<file path="src/rtl/rxecrcstrip_pkg.sv">
// Shared constants and state encoding for the receive-side CRC-32 check/strip block.
package rxecrcstrip_pkg;

   localparam logic [31:0] CRC32_POLY    = 32'hEDB88320;
   localparam logic [31:0] CRC32_INIT    = 32'hFFFFFFFF;
   localparam logic [31:0] CRC32_RESIDUE = 32'hDEBB20E3;

   // Only bit 0 and the ">= 8" test of the nibble count are consumed downstream.
   localparam int CNT_W = 12;
   localparam logic [CNT_W-1:0] CNT_MAX  = {CNT_W{1'b1}};
   localparam logic [CNT_W-1:0] CNT_FULL = CNT_W'(8);
   localparam logic [CNT_W-1:0] CNT_LAST_FILL = CNT_W'(7);

   typedef enum logic [1:0] {
      ST_IDLE   = 2'd0,
      ST_FILL   = 2'd1,
      ST_STREAM = 2'd2,
      ST_FLUSH  = 2'd3
   } state_t;

endpackage

</file>
<file path="src/rtl/rxecrcstrip_if.sv">
// Nibble-stream bus between the MAC receive path and the CRC strip block.
interface rxecrcstrip_if;
   logic       i_ce;
   logic       i_en;
   logic       i_cancel;
   logic       i_v;
   logic [3:0] i_d;
   logic       o_v;
   logic [3:0] o_d;
   logic       o_err;

   modport master (
      output i_ce, i_en, i_cancel, i_v, i_d,
      input  o_v, o_d, o_err
   );

   modport slave (
      input  i_ce, i_en, i_cancel, i_v, i_d,
      output o_v, o_d, o_err
   );
endinterface

</file>
<file path="src/rtl/rxecrcstrip_crc32_nibble.sv">
// Combinational reflected CRC-32 update for one nibble, bit 0 consumed first.
module crc32_nibble
   import rxecrcstrip_pkg::*;
(
   input  logic [31:0] crc_in,
   input  logic [3:0]  data,
   output logic [31:0] crc_out
);

   logic [31:0] stage [0:4];

   assign stage[0] = crc_in ^ {28'd0, data};

   genvar gi;
   generate
      for (gi = 0; gi < 4; gi++) begin : g_bit
         assign stage[gi+1] = stage[gi][0] ? ({1'b0, stage[gi][31:1]} ^ CRC32_POLY)
                                           : {1'b0, stage[gi][31:1]};
      end
   endgenerate

   assign crc_out = stage[4];

endmodule

</file>
<file path="src/rtl/rxecrcstrip.sv">
// Strips and checks the trailing 32-bit FCS of a nibble-wide receive stream,
// delaying data by eight nibbles so the FCS never reaches the output.
module rxecrcstrip
   import rxecrcstrip_pkg::*;
(
   input  logic          i_clk,
   input  logic          i_reset,
   rxecrcstrip_if.slave  bus
);

   state_t           state_reg;
   logic             en_reg;
   logic [CNT_W-1:0] count_reg;
   logic [31:0]      crc_reg;
   logic [31:0]      dline_reg;
   logic             v_reg;
   logic [3:0]       d_reg;
   logic             err_reg;

   logic [31:0]      crc_seed;
   logic [31:0]      crc_next;
   logic [CNT_W-1:0] count_next;
   logic [31:0]      dline_next;
   logic             frame_bad;

   // A frame always starts from the init value, so IDLE seeds the update directly.
   assign crc_seed   = (state_reg == ST_IDLE) ? CRC32_INIT : crc_reg;
   assign count_next = (count_reg == CNT_MAX) ? count_reg : count_reg + CNT_W'(1);
   assign dline_next = {dline_reg[27:0], bus.i_d};
   assign frame_bad  = (crc_reg != CRC32_RESIDUE) || (count_reg < CNT_FULL) || count_reg[0];

   crc32_nibble u_crc (
      .crc_in  (crc_seed),
      .data    (bus.i_d),
      .crc_out (crc_next)
   );

   always_ff @(posedge i_clk or posedge i_reset) begin
      if (i_reset) begin
         state_reg <= ST_IDLE;
         en_reg    <= 1'b0;
         count_reg <= '0;
         crc_reg   <= CRC32_INIT;
         dline_reg <= '0;
         v_reg     <= 1'b0;
         d_reg     <= 4'd0;
         err_reg   <= 1'b0;
      end else if (bus.i_ce) begin
         err_reg <= 1'b0;
         if (bus.i_cancel) begin
            v_reg     <= 1'b0;
            dline_reg <= '0;
            count_reg <= '0;
            crc_reg   <= CRC32_INIT;
            state_reg <= bus.i_v ? ST_FLUSH : ST_IDLE;
         end else begin
            case (state_reg)
               ST_IDLE: begin
                  if (bus.i_v) begin
                     en_reg <= bus.i_en;
                     if (bus.i_en) begin
                        state_reg <= ST_FILL;
                        count_reg <= CNT_W'(1);
                        crc_reg   <= crc_next;
                        dline_reg <= {28'd0, bus.i_d};
                        v_reg     <= 1'b0;
                     end else begin
                        // Pass-through frames reuse STREAM with the latched enable low.
                        state_reg <= ST_STREAM;
                        v_reg     <= 1'b1;
                        d_reg     <= bus.i_d;
                     end
                  end else begin
                     v_reg <= 1'b0;
                  end
               end

               ST_FILL: begin
                  v_reg <= 1'b0;
                  if (bus.i_v) begin
                     crc_reg   <= crc_next;
                     count_reg <= count_next;
                     dline_reg <= dline_next;
                     if (count_reg == CNT_LAST_FILL) begin
                        state_reg <= ST_STREAM;
                     end
                  end else begin
                     err_reg   <= frame_bad;
                     state_reg <= ST_IDLE;
                  end
               end

               ST_STREAM: begin
                  if (!en_reg) begin
                     v_reg <= bus.i_v;
                     d_reg <= bus.i_d;
                     if (!bus.i_v) begin
                        state_reg <= ST_IDLE;
                     end
                  end else if (bus.i_v) begin
                     v_reg     <= 1'b1;
                     d_reg     <= dline_reg[31:28];
                     crc_reg   <= crc_next;
                     count_reg <= count_next;
                     dline_reg <= dline_next;
                  end else begin
                     v_reg     <= 1'b0;
                     err_reg   <= frame_bad;
                     state_reg <= ST_IDLE;
                  end
               end

               ST_FLUSH: begin
                  v_reg <= 1'b0;
                  if (!bus.i_v) begin
                     state_reg <= ST_IDLE;
                  end
               end

               default: begin
                  v_reg     <= 1'b0;
                  state_reg <= ST_IDLE;
               end
            endcase
         end
      end
   end

   assign bus.o_v   = v_reg;
   assign bus.o_d   = d_reg;
   assign bus.o_err = err_reg;

endmodule

</file>
<file path="src/flat_wrapper.sv">
// flat-port wrapper written by rule: the top's interface ports become plain ports
module rxecrcstrip_flat import rxecrcstrip_pkg::*;
  (i_clk, i_reset, bus_i_ce, bus_i_en, bus_i_cancel, bus_i_v, bus_i_d, bus_o_v, bus_o_d, bus_o_err);
  rxecrcstrip_if bus_i ();
  input  logic i_clk;
  input  logic i_reset;
  input wire logic [$bits(bus_i.i_ce)-1:0] bus_i_ce;
  input wire logic [$bits(bus_i.i_en)-1:0] bus_i_en;
  input wire logic [$bits(bus_i.i_cancel)-1:0] bus_i_cancel;
  input wire logic [$bits(bus_i.i_v)-1:0] bus_i_v;
  input wire logic [$bits(bus_i.i_d)-1:0] bus_i_d;
  output wire logic [$bits(bus_i.o_v)-1:0] bus_o_v;
  output wire logic [$bits(bus_i.o_d)-1:0] bus_o_d;
  output wire logic [$bits(bus_i.o_err)-1:0] bus_o_err;
  assign bus_i.i_ce = bus_i_ce;
  assign bus_i.i_en = bus_i_en;
  assign bus_i.i_cancel = bus_i_cancel;
  assign bus_i.i_v = bus_i_v;
  assign bus_i.i_d = bus_i_d;
  assign bus_o_v = bus_i.o_v;
  assign bus_o_d = bus_i.o_d;
  assign bus_o_err = bus_i.o_err;
  rxecrcstrip u_core (.i_clk(i_clk), .i_reset(i_reset), .bus(bus_i));
endmodule
</file>
<file path="config.mk">
export PLATFORM = sky130hd
export DESIGN_NAME = rxecrcstrip_flat
export DESIGN_NICKNAME = d
export VERILOG_FILES = /design/src/rtl/rxecrcstrip_pkg.sv /design/src/rtl/rxecrcstrip_if.sv /design/src/rtl/rxecrcstrip_crc32_nibble.sv /design/src/rtl/rxecrcstrip.sv /design/src/flat_wrapper.sv
export SDC_FILE = /design/constraint.sdc
export NUM_CORES = 1
export LEC_CHECK = 0
export ABC_AREA = 1
export BUFFER_PORTS_ARGS = -buffer_cell sky130_fd_sc_hd__buf_2
export CAP_MARGIN = 20
export CORE_MARGIN = 3
export CORE_UTILIZATION = 40
export CTS_CLUSTER_SIZE = 12
export DETAILED_ROUTE_END_ITERATION = 16
export GPL_TIMING_DRIVEN = 0
export MAX_ROUTING_LAYER = met4
export PLACE_DENSITY = 0.58
export SYNTH_ARGS = -nofsm -noshare
export SYNTH_HDL_FRONTEND = slang
export SYNTH_SLANG_ARGS = --single-unit
</file>
<file path="constraint.sdc">
create_clock -name i_clk -period 5.5 [get_ports i_clk]
set_clock_uncertainty 0.05 [all_clocks]
set_input_delay 1.375 -clock i_clk [delete_from_list [all_inputs] [get_ports i_clk]]
set_output_delay 1.375 -clock i_clk [all_outputs]
set_load 0.02 [all_outputs]
</file>
Word-level counts from Yosys, hierarchy flattened
Cells that the tools add are included.
- register bits: 85
- bits in latches: 0
- memory bits (writable): 0
- memory bits (read-only): 0
- input bits: 10
- output and inout bits: 6
- word-level logic and storage cells: 88
- memories: 0
- $add $sub $neg: 1
- $mul: 0
- div/mod/pow operators: 0
- $lt $le $gt $ge: 1
- equality and inequality tests: 14
- shift operators: 0
- multiplexer cells: 47
- bitwise operators: 6
- reductions and logical operators: 11
- operators with widths (cell ; number):
    32-bit two-way mux ; 15
    32-bit case mux with 3 select lines ; 2
    12-bit two-way mux ; 6
    13-bit NOT with 14-bit output ; 4
    12-bit case mux with 3 select lines ; 1
    32-bit inequality test, second input constant ; 1
    32-bit by 4-bit XOR with 32-bit output ; 1
    4-bit two-way mux ; 4
    2-bit two-way mux ; 7
    12-bit by 1-bit adder with 12-bit output, second input constant ; 1
    12-bit == test, second input constant ; 1
    12-bit by 3-bit == test with 1-bit output, second input constant ; 1
    12-bit by 4-bit < comparator with 1-bit output, second input constant ; 1
    3-bit inequality test, second input constant ; 4
    1-bit two-way mux ; 8
    4-bit case mux with 2 select lines ; 1
    4-bit AND reduction ; 2
    2-bit case mux with 3 select lines ; 1
    6-bit AND reduction ; 1
    5-bit AND reduction ; 1
    2-bit == test, second input constant ; 2
    2-bit inequality test, second input constant ; 2
    4-bit by 3-bit inequality test with 1-bit output, second input constant ; 1
    4-bit nonzero test ; 1
    9 further kinds ; 11

Logic depth before layout (Yosys ltp)
Gate-level depths: netlist of the first run.
- depth after elaboration: 15
- depth in mapped cells: 15
- mapped depth without buffers: 13

By module
From an unflattened synthesis of the first run, not the netlist that was laid out.
- cells, all modules: 700
- area, all modules: 5041.1 µm²
- modules (own cells, without submodules) (module ; times used ; cells an instance ; area an instance (µm²) ; sequential area each (µm²)):
    rxecrcstrip ; 1 ; 549 ; 4320.4 ; 2167.1
    crc32_nibble ; 1 ; 151 ; 720.7 ; 0.0

Worst setup path before layout of the first run
Ideal clock, no wire load.
- path kind: input to register
- start point: input port bus_i_cancel
- end point: register u_core.crc_reg[19]
- setup time: 0.072 ns
- data arrival time: 2.404 ns
- required time: 5.378 ns
- setup slack: 2.973 ns
- cell stages on the path: 11
- buffers on the path: 2
- path through: buf_6 > nor2_4 > nand2_1 > nand2_1 > inv_2 > nand2_8 > inv_2 > buf_6 > or2_0 > nand2_1 > inv_1
- word-level cells in the longest chain between the ends: 2
- elaborated cells between the ends (all ways): 6
- classes of those cells: eq/ne (3); mux (1); reduce/logical (2)
- RTL lines (element ; line ; RTL):
    start, declared ; flat_wrapper.sv:9 ; input wire logic [$bits(bus_i.i_cancel)-1:0] bus_i_cancel;
    3-bit by 2-bit inequality test with 1-bit output (no line) (tied with other cells) ; n/a ;
    5-bit AND reduction (no line) ; n/a ;
    end signal, assigned ; rxecrcstrip.sv:64 ; crc_reg <= crc_next;
    end signal, assigned ; rxecrcstrip.sv:81 ; crc_reg <= crc_next;
    end signal, assigned ; rxecrcstrip.sv:103 ; crc_reg <= crc_next;
    end, declared ; rxecrcstrip.sv:14 ; logic [31:0] crc_reg;
Parallel ways exist; a longest one is shown, timed or not.
A chain may end at the register's enable or synchronous reset.

Final worst setup path of the first run
- start point: input port bus_i_v
- end point: register u_core.dline_reg[23]
- word-level cells in the longest chain between the ends: 4
- elaborated cells between the ends (all ways): 6
- classes of those cells: eq/ne (1); mux (4); reduce/logical (1)
- RTL lines (element ; line ; RTL):
    start, declared ; flat_wrapper.sv:10 ; input wire logic [$bits(bus_i.i_v)-1:0] bus_i_v;
    32-bit two-way mux (2 in series) ; n/a ;
    32-bit case mux with 3 select lines ; n/a ;
    32-bit two-way mux ; n/a ;
    end signal, assigned ; rxecrcstrip.sv:65 ; dline_reg <= {28'd0, bus.i_d};
    end signal, assigned ; rxecrcstrip.sv:83 ; dline_reg <= dline_next;
    end signal, assigned ; rxecrcstrip.sv:105 ; dline_reg <= dline_next;
    end, declared ; rxecrcstrip.sv:15 ; logic [31:0] dline_reg;
Parallel ways exist; a longest one is shown, timed or not. The select of a mux whose other input is x is not followed.

==> results of run 1 <==
[where the power goes]
part	internal, mW	switching [mW]
Combinational	0.370	0.747
Sequential	0.866	0.124
Clock	0.316	0.283
Total	1.55	1.15
[cells in the mapped netlist, types with 2 or more instances]
cell type / instances
nand2_1: 187
nor2_1: 72
inv_1: 60
o21ai_0: 56
dfrtp_1: 53
nand3_1: 42
dfstp_2: 32
xor2_1: 16
nand4_1: 14
nor3_1: 13
buf_2: 10
o21ai_1: 10
inv_2: 8
clkbuf_1: 5
ha_1: 5
o21ai_2: 5
buf_6: 4
o21a_1: 4
or2_1: 4
a21oi_1: 3
nand2_4: 3
o22ai_1: 3
or2_2: 3
buf_1: 2
buf_4: 2
nand2_8: 2
nor2_2: 2
nor2_4: 2
nor4_1: 2
xnor2_1: 2
xnor2_2: 2
[cells by family (layout without fill, tap and decap cells)]
group | count (synthesis) | in the layout | share of synthesized area, %
flops | 85 | 85 | 44.19
compound gates | 85 | 85 | 9.722
simple gates | 351 | 351 | 31.82
xor+xnor | 22 | 22 | 4.772
buf+inv | 93 | 124 | 8.216
fa+ha+maj | 5 | 5 | 1.276
[stage by stage]
stage | hold WS [ns] | cell area [sq um] | power (mW)
2_1_floorplan | 0.4029 | 4903 | 1.815
5_1_grt | 0.4511 | 5472 | 2.917
3_3_place_gp | 0.4127 | 5152 | 2.079
6_report | 0.4347 | 5472 | 2.705
4_1_cts | 0.4378 | 5472 | 2.723
3_5_place_dp | 0.4182 | 5182 | 2.112
[worst max-delay path, cell delays in order]
cell	delay (ns)
buf_2	0.13
inv_2	0.08
nand2_1	0.08
o21ai_2	0.20
a21oi_4	0.07
nand2_8	0.13
clkbuf_1	0.38
o21ai_0	0.16
[area by class of cell]
class | count | area share, %
clock inverter | 7 | 1.166
inverter | 70 | 4.917
clock buffer | 9 | 4.116
multi-input combinational | 463 | 42.65
timing repair buffer | 15 | 1.784
buffer | 23 | 2.493
tap | 143 | 3.270
sequential | 85 | 39.61
[metal layers]
| metal | GRT usage, % | share of wire, % | vias to the layer above |
|---|---|---|---|
| li1 | - | - | 2094 |
| met1 | 28.10 | 49 | 1979 |
| met2 | 29.65 | 44 | 102 |
| met3 | 3.731 | 5.2 | 20 |
| met4 | 7.187 | 2.1 | 0 |
| met5 | - | 0 | - |
[final timing paths]
check	start	end	slack, ns	cells after the start
worst max-delay path	bus_i_v	u_core.dline_reg[23]	3.07	8
worst min-delay path	u_core.dline_reg[5]	u_core.dline_reg[5]	0.43	2
worst max register to register	u_core.state_reg[1]	u_core.dline_reg[23]	3.30	10
worst min register to register	u_core.dline_reg[5]	u_core.dline_reg[5]	0.43	2
max in group asynchronous	i_reset	u_core.crc_reg[27]	3.74	3
min in group asynchronous	i_reset	u_core.dline_reg[30]	1.00	2
==> out/qor.csv, run 1 <==
metric;value;unit
Post-CTS Setup Inserts;0;
hold-fix buffer count after cts;0;
status;finished, final reports clean;
max-cap viol count;0;
slew at the pin with the worst max-slew slack;0.5634;ns
synth unique cells;44;
Clock transition at path regs;0.07;ns
All-Layer GR Usage;20.24;%
Avg WL per Cell;15.27;microns
Relative slew margins;62.44;%
largest area contributor in the netlist;dfrtp_1;
total CTS buffers;9;
Leakage;2.521;nW
asr flop ratio synth;100.0;%
Yosys top cell area share;27.05;%
Worst EP required;5.67;ns
hold crit path type;reg2reg;
Final nets;682;
vias in the first global route;4068;
Routed WL;12.45;mm
core box area;11710;sq um
min cycle time layout;2.433;ns
most frequent cells in the layout;nand2_1 (187), nor2_1 (72), inv_1 (59);
setup TNS;0;ns
mapped cell area;4903;sq um
peak supply drop;0.2236;mV
CTS Buffer Depth;2;
fmax;411.0;MHz
CTS sink count;85;
fin worst setup slack;3.067;ns
Critical Path Sink Type;register;
Post-Syn Area per Cell;7.650;sq um
area of the multi-input gates;2333;sq um
root buffer cell;clkbuf_16;
WS Path Type;in2reg;
fin crit share;44.23;%
register area share after synthesis;44.19;%
row count;39;
post-place setup slack;2.695;ns
leading cell type in the layout, fill and taps excluded;nand2_1;
initial antenna violation count;0;
H-tree Lvls;3;
Initial DRC Count;333;
die width;116.7;microns
RSZ-0062 raised after global routing;false;
post-cts sizing count;0;
Reg area;2167;sq um
filler cell count;1179;
power density cells;494.4;nW/um^2
fin cells;815;
CTS tree;yes;
pin count of the biggest net entering global routing;49;
Max Slew Vio Count;0;
layout cell share with drive strength beyond 1;17.11;%
Clock Latency Late Sink;0.36;ns
#FFs+latches synth;85;
CP startpoint kind;primary input;
HPWL after DPL;8.933;mm
Boundary Pins;16;
Via density;5.147;
Die Ht;116.7;microns
antenna-violating nets left;0;
GRT overflow;0;
Layout area overhead;11.58;%
top_reg_cell synth;dfrtp_1;
port bufs;14;
synthesized net count;656;
CP max FO;10;
Synth area leaders;dfrtp_1 (27%), dfstp_2 (17%), nand2_1 (14%);
Starting Density;41.87;%
first-pass GRT wire length;20.74;mm
synthesized instance count;641;
Core Util, Final;46.72;%
Routability Congestion;0.9285;
Antenna Diode Count;0;
First-pass DRT Iterations;5;
# DRC;0;
die outline area;13620;sq um
setup violators final;0;
Final Hold Viols;0;
Post-synth EDFFs;0;
Yosys warning count;0;
post-placement cell count;799;
via count;4195;
Worst Path Arrival;2.61;ns
Power figures use the tool's default switching activity.
==> run 2, diff against run 1 <==
--- a/config.mk
+++ b/config.mk
@@ -5,7 +5,7 @@
 export SDC_FILE = /design/constraint.sdc
 export NUM_CORES = 1
 export LEC_CHECK = 0
-export ABC_AREA = 1
+export ABC_AREA = 0
 export BUFFER_PORTS_ARGS = -buffer_cell sky130_fd_sc_hd__buf_2
 export CAP_MARGIN = 20
 export CORE_MARGIN = 3
@@ -14,7 +14,7 @@
 export DETAILED_ROUTE_END_ITERATION = 16
 export GPL_TIMING_DRIVEN = 0
 export MAX_ROUTING_LAYER = met4
-export PLACE_DENSITY = 0.58
+export PLACE_DENSITY = 0.59
 export SYNTH_ARGS = -nofsm -noshare
 export SYNTH_HDL_FRONTEND = slang
 export SYNTH_SLANG_ARGS = --single-unit
==> constraint.sdc (replaced) <==
create_clock -name i_clk -period 2.3 [get_ports i_clk]
set_clock_uncertainty 0.05 [all_clocks]
set_input_delay 0.575 -clock i_clk [delete_from_list [all_inputs] [get_ports i_clk]]
set_output_delay 0.575 -clock i_clk [all_outputs]
set_load 0.02 [all_outputs]
==> run 2 against run 1 <==
Net effect: die area decreased by 7.5%; area after synthesis is 7.9% lower; non-clock buffer count increased by 7; flip-flop and latch count unchanged; wire length down 14%; final cell count fell by 19%; via count is 16% lower; critical path type is now reg2reg; worst setup slack worse by 2.9 ns; critical endpoint is now u_core.count_reg[3]; clock-buffer cell count stayed put; highest routed layer unchanged.
==> out/qor.csv, run 2 <==
metric;value;unit;change
DP Area;4795;sq um;-7.5%
CP max FO;10;;unchanged
synth unique cells;56;;+27%
Starting Density;41.32;%;-0.55 points
fin cells;664;;-19%
total CTS buffers;9;;unchanged
fin crit share;94.11;%;
Boundary Pins;16;;unchanged
Sequential Power Share;35.3;%;-1.3 points
die outline area;12610;sq um;-7.5%
layout cell share with drive strength beyond 1;20.99;%;+3.9 points
Die Ht;112.3;microns;-3.8%
row count;38;;-2.6%
# DRC;0;;unchanged
leading cell type in the layout, fill and taps excluded;nand2_1;;
max-cap viol count;0;;unchanged
count leader, synth;nand2_1;;
Clock Latency Late Sink;0.35;ns;about the same
post-place setup slack;-0.2122;ns;-2.907 ns
#FFs+latches synth;85;;unchanged
port bufs;10;;-4
via count;3543;;-16%
Routed WL;10.76;mm;-14%
Worst Path Arrival;2.35;ns;-0.26 ns
Via density;5.336;;+3.7%
min cycle time layout;2.164;ns;
internal power of the cells;4.136;mW;+170%
H-tree Lvls;3;;unchanged
asr flop ratio synth;100.0;%;unchanged
Max Slew Vio Count;0;;unchanged
Final Hold Viols;0;;unchanged
Initial DRC Count;277;;-17%
GRT overflow;0;;unchanged
Avg WL per Cell;16.21;microns;+6.1%
hold crit path type;in2async;;
die width;112.3;microns;-3.8%
peak supply drop;0.5369;mV;+140%
core box area;10940;sq um;-6.6%
Post-synth top cells;nand2_1 (87), nor2_1 (63), dfrtp_1 (53), nand3_1 (39), dfstp_2 (32);;
root buffer cell;clkbuf_16;;
top_reg_cell synth;dfrtp_1;;
total power;6.721;mW;+150%
highest routed layer;met4;;
Routability Congestion;0.8237;;-11%
status;finished, final reports clean;;
pin count of the biggest net entering global routing;43;;-12%
Finished Cell Area;5207;sq um;-4.8%
filler cell count;1063;;-9.8%
Detail Route met2 WL;5.253;mm;-4.4%
antenna-violating nets left;0;;unchanged
largest area contributor in the netlist;dfrtp_1;;
Relative slew margins;57.93;%;-4.5 points
Final nets;534;;-22%
DRT met1 WL;4.934;mm;-18%
Comb pwr share;41.0;%;-0.3 points
Critical Path Sink Type;register;;
mapped cell area;4518;sq um;-7.9%
power density cells;1291;nW/um^2;+160%
Antenna Diode Count;0;;unchanged
synthesized net count;509;;-22%
crit-path max cell delay;0.43;ns;+0.05 ns
Crit-path slowest cell;dfrtp_1;;
CTS sink count;85;;unchanged
Psw;2.586;mW;+120%
slew at the pin with the worst max-slew slack;0.6262;ns;+0.06279 ns
HPWL after DPL;7.717;mm;-14%
Post-synth EDFFs;0;;unchanged
CP startpoint kind;register;;
Layout area overhead;15.26;%;
setup violators final;0;;unchanged
Clk pwr share;23.7;%;+1.6 points
routed length on met3;382;microns;-41%
Synth area leaders;dfrtp_1 (29%), dfstp_2 (19%), nand2_1 (7.2%);;
Yosys warning count;0;;unchanged
setup TNS;0;ns;unchanged
Post-Syn Area per Cell;9.146;sq um;+20%
worst path cell trace;inv_2, ha_4, o21bai_1, a221oi_4, o21a_1, buf_6, buf_8, o21ai_1, a22o_1;;
fin worst setup slack;0.1355;ns;-2.932 ns
most frequent cells in the layout;nand2_1 (86), nor2_1 (62), dfrtp_1 (53);;
All-Layer GR Usage;18.79;%;-1.5 points
Clock transition at path regs;0.06;ns;about the same
CTS Buffer Depth;2;;unchanged
WS Path Type;reg2reg;;
vias in the first global route;3615;;-11%
fmax;462.0;MHz;
Sw Share;38.47;%;-4.1 points
Yosys top cell area share;29.35;%;+2.3 points
CTS tree;yes;;
first-pass GRT wire length;18.45;mm;-11%
post-placement cell count;646;;-19%
Leakage;2.407;nW;-4.5%
initial antenna violation count;0;;unchanged
Worst EP required;2.48;ns;-3.19 ns
First-pass DRT Iterations;4;;-1
synthesized instance count;494;;-23%
register area share after synthesis;47.96;%;+3.8 points
-- run 2: power by group through the flow --
stage | clock network, mW | registers (mW) | logic, mW
2_1_floorplan | 0 | 2.31 | 2.02
3_3_place_gp | 0 | 2.36 | 2.59
3_5_place_dp | 0 | 2.37 | 2.63
4_1_cts | 1.64 | 2.35 | 2.70
5_1_grt | 1.70 | 2.42 | 3.11
6_report | 1.59 | 2.37 | 2.76
-- run 2: path summary, 6_finish.rpt --
check                                     from                   to  slack (ns)  cells past startpoint
max                        u_core.state_reg[0]  u_core.count_reg[3]        0.14                      9
min                                    i_reset        u_core.en_reg        0.23                      2
max reg2reg                u_core.state_reg[0]  u_core.count_reg[3]        0.14                      9
min reg2reg                 u_core.crc_reg[30]   u_core.crc_reg[30]        0.42                      2
max in group asynchronous              i_reset    u_core.crc_reg[3]        1.17                      4
min in group i_clk          u_core.crc_reg[30]   u_core.crc_reg[30]        0.42                      2
-- run 2: cell type report --
cell class | instances | area (sq um) | share of cell area [%]
multi-input combinational | 369 | 2223 | 42.70
sequential | 85 | 2167 | 41.61
clock buffer | 9 | 225.2 | 4.325
tap | 140 | 175.2 | 3.364
buffer | 31 | 167.7 | 3.220
timing repair buffer | 14 | 112.6 | 2.162
clock inverter | 7 | 98.84 | 1.898
inverter | 9 | 37.54 | 0.7208
-- run 2: kinds of logic after synthesis --
kind of cell | synth area share (%)
and+or+nand+nor | 22.71
AOI/OAI and AO/OA | 11.63
DFF | 47.96
xor gates and xnor gates | 10.38
buffers and inverters | 4.071
muxes | 1.855
adders and majority gates | 1.385
-- run 2: routing by layer --
metal	vias to the layer above	GRT usage, %
met3	15	3.827
met1	1738	24.44
met4	0	7.452
li1	1736	-
met5	-	-
met2	54	28.96
-- run 2: per-stage QoR --
stage / util (%) / hold slack (ns)
finish: 47.62 / 0.2265
global route: 47.62 / 0.2649
CTS: 47.16 / 0.2373
detailed placement: 43.84 / 0.4068
global placement: 43.41 / 0.3987
floorplan: - / 0.3880
-- run 2: what timing repair did --
| action | CTS | global route |
|---|---|---|
| pin swaps | 1 | 2 |
| setup endpoints to repair | 77 | 73 |
| gates cloned | 0 | 0 |
| hold buffers | 0 | 0 |
| setup buffers | 1 | 1 |
| resized for setup | 8 | 17 |
-- run 2: worst max-delay path, delay by kind of cell, from the launching register on --
family / cells / cell delay (ns)
fa+ha+maj: 1 / 0.19
flops: 1 / 0.43
buf+inv: 3 / 0.37
compound gates: 5 / 0.98
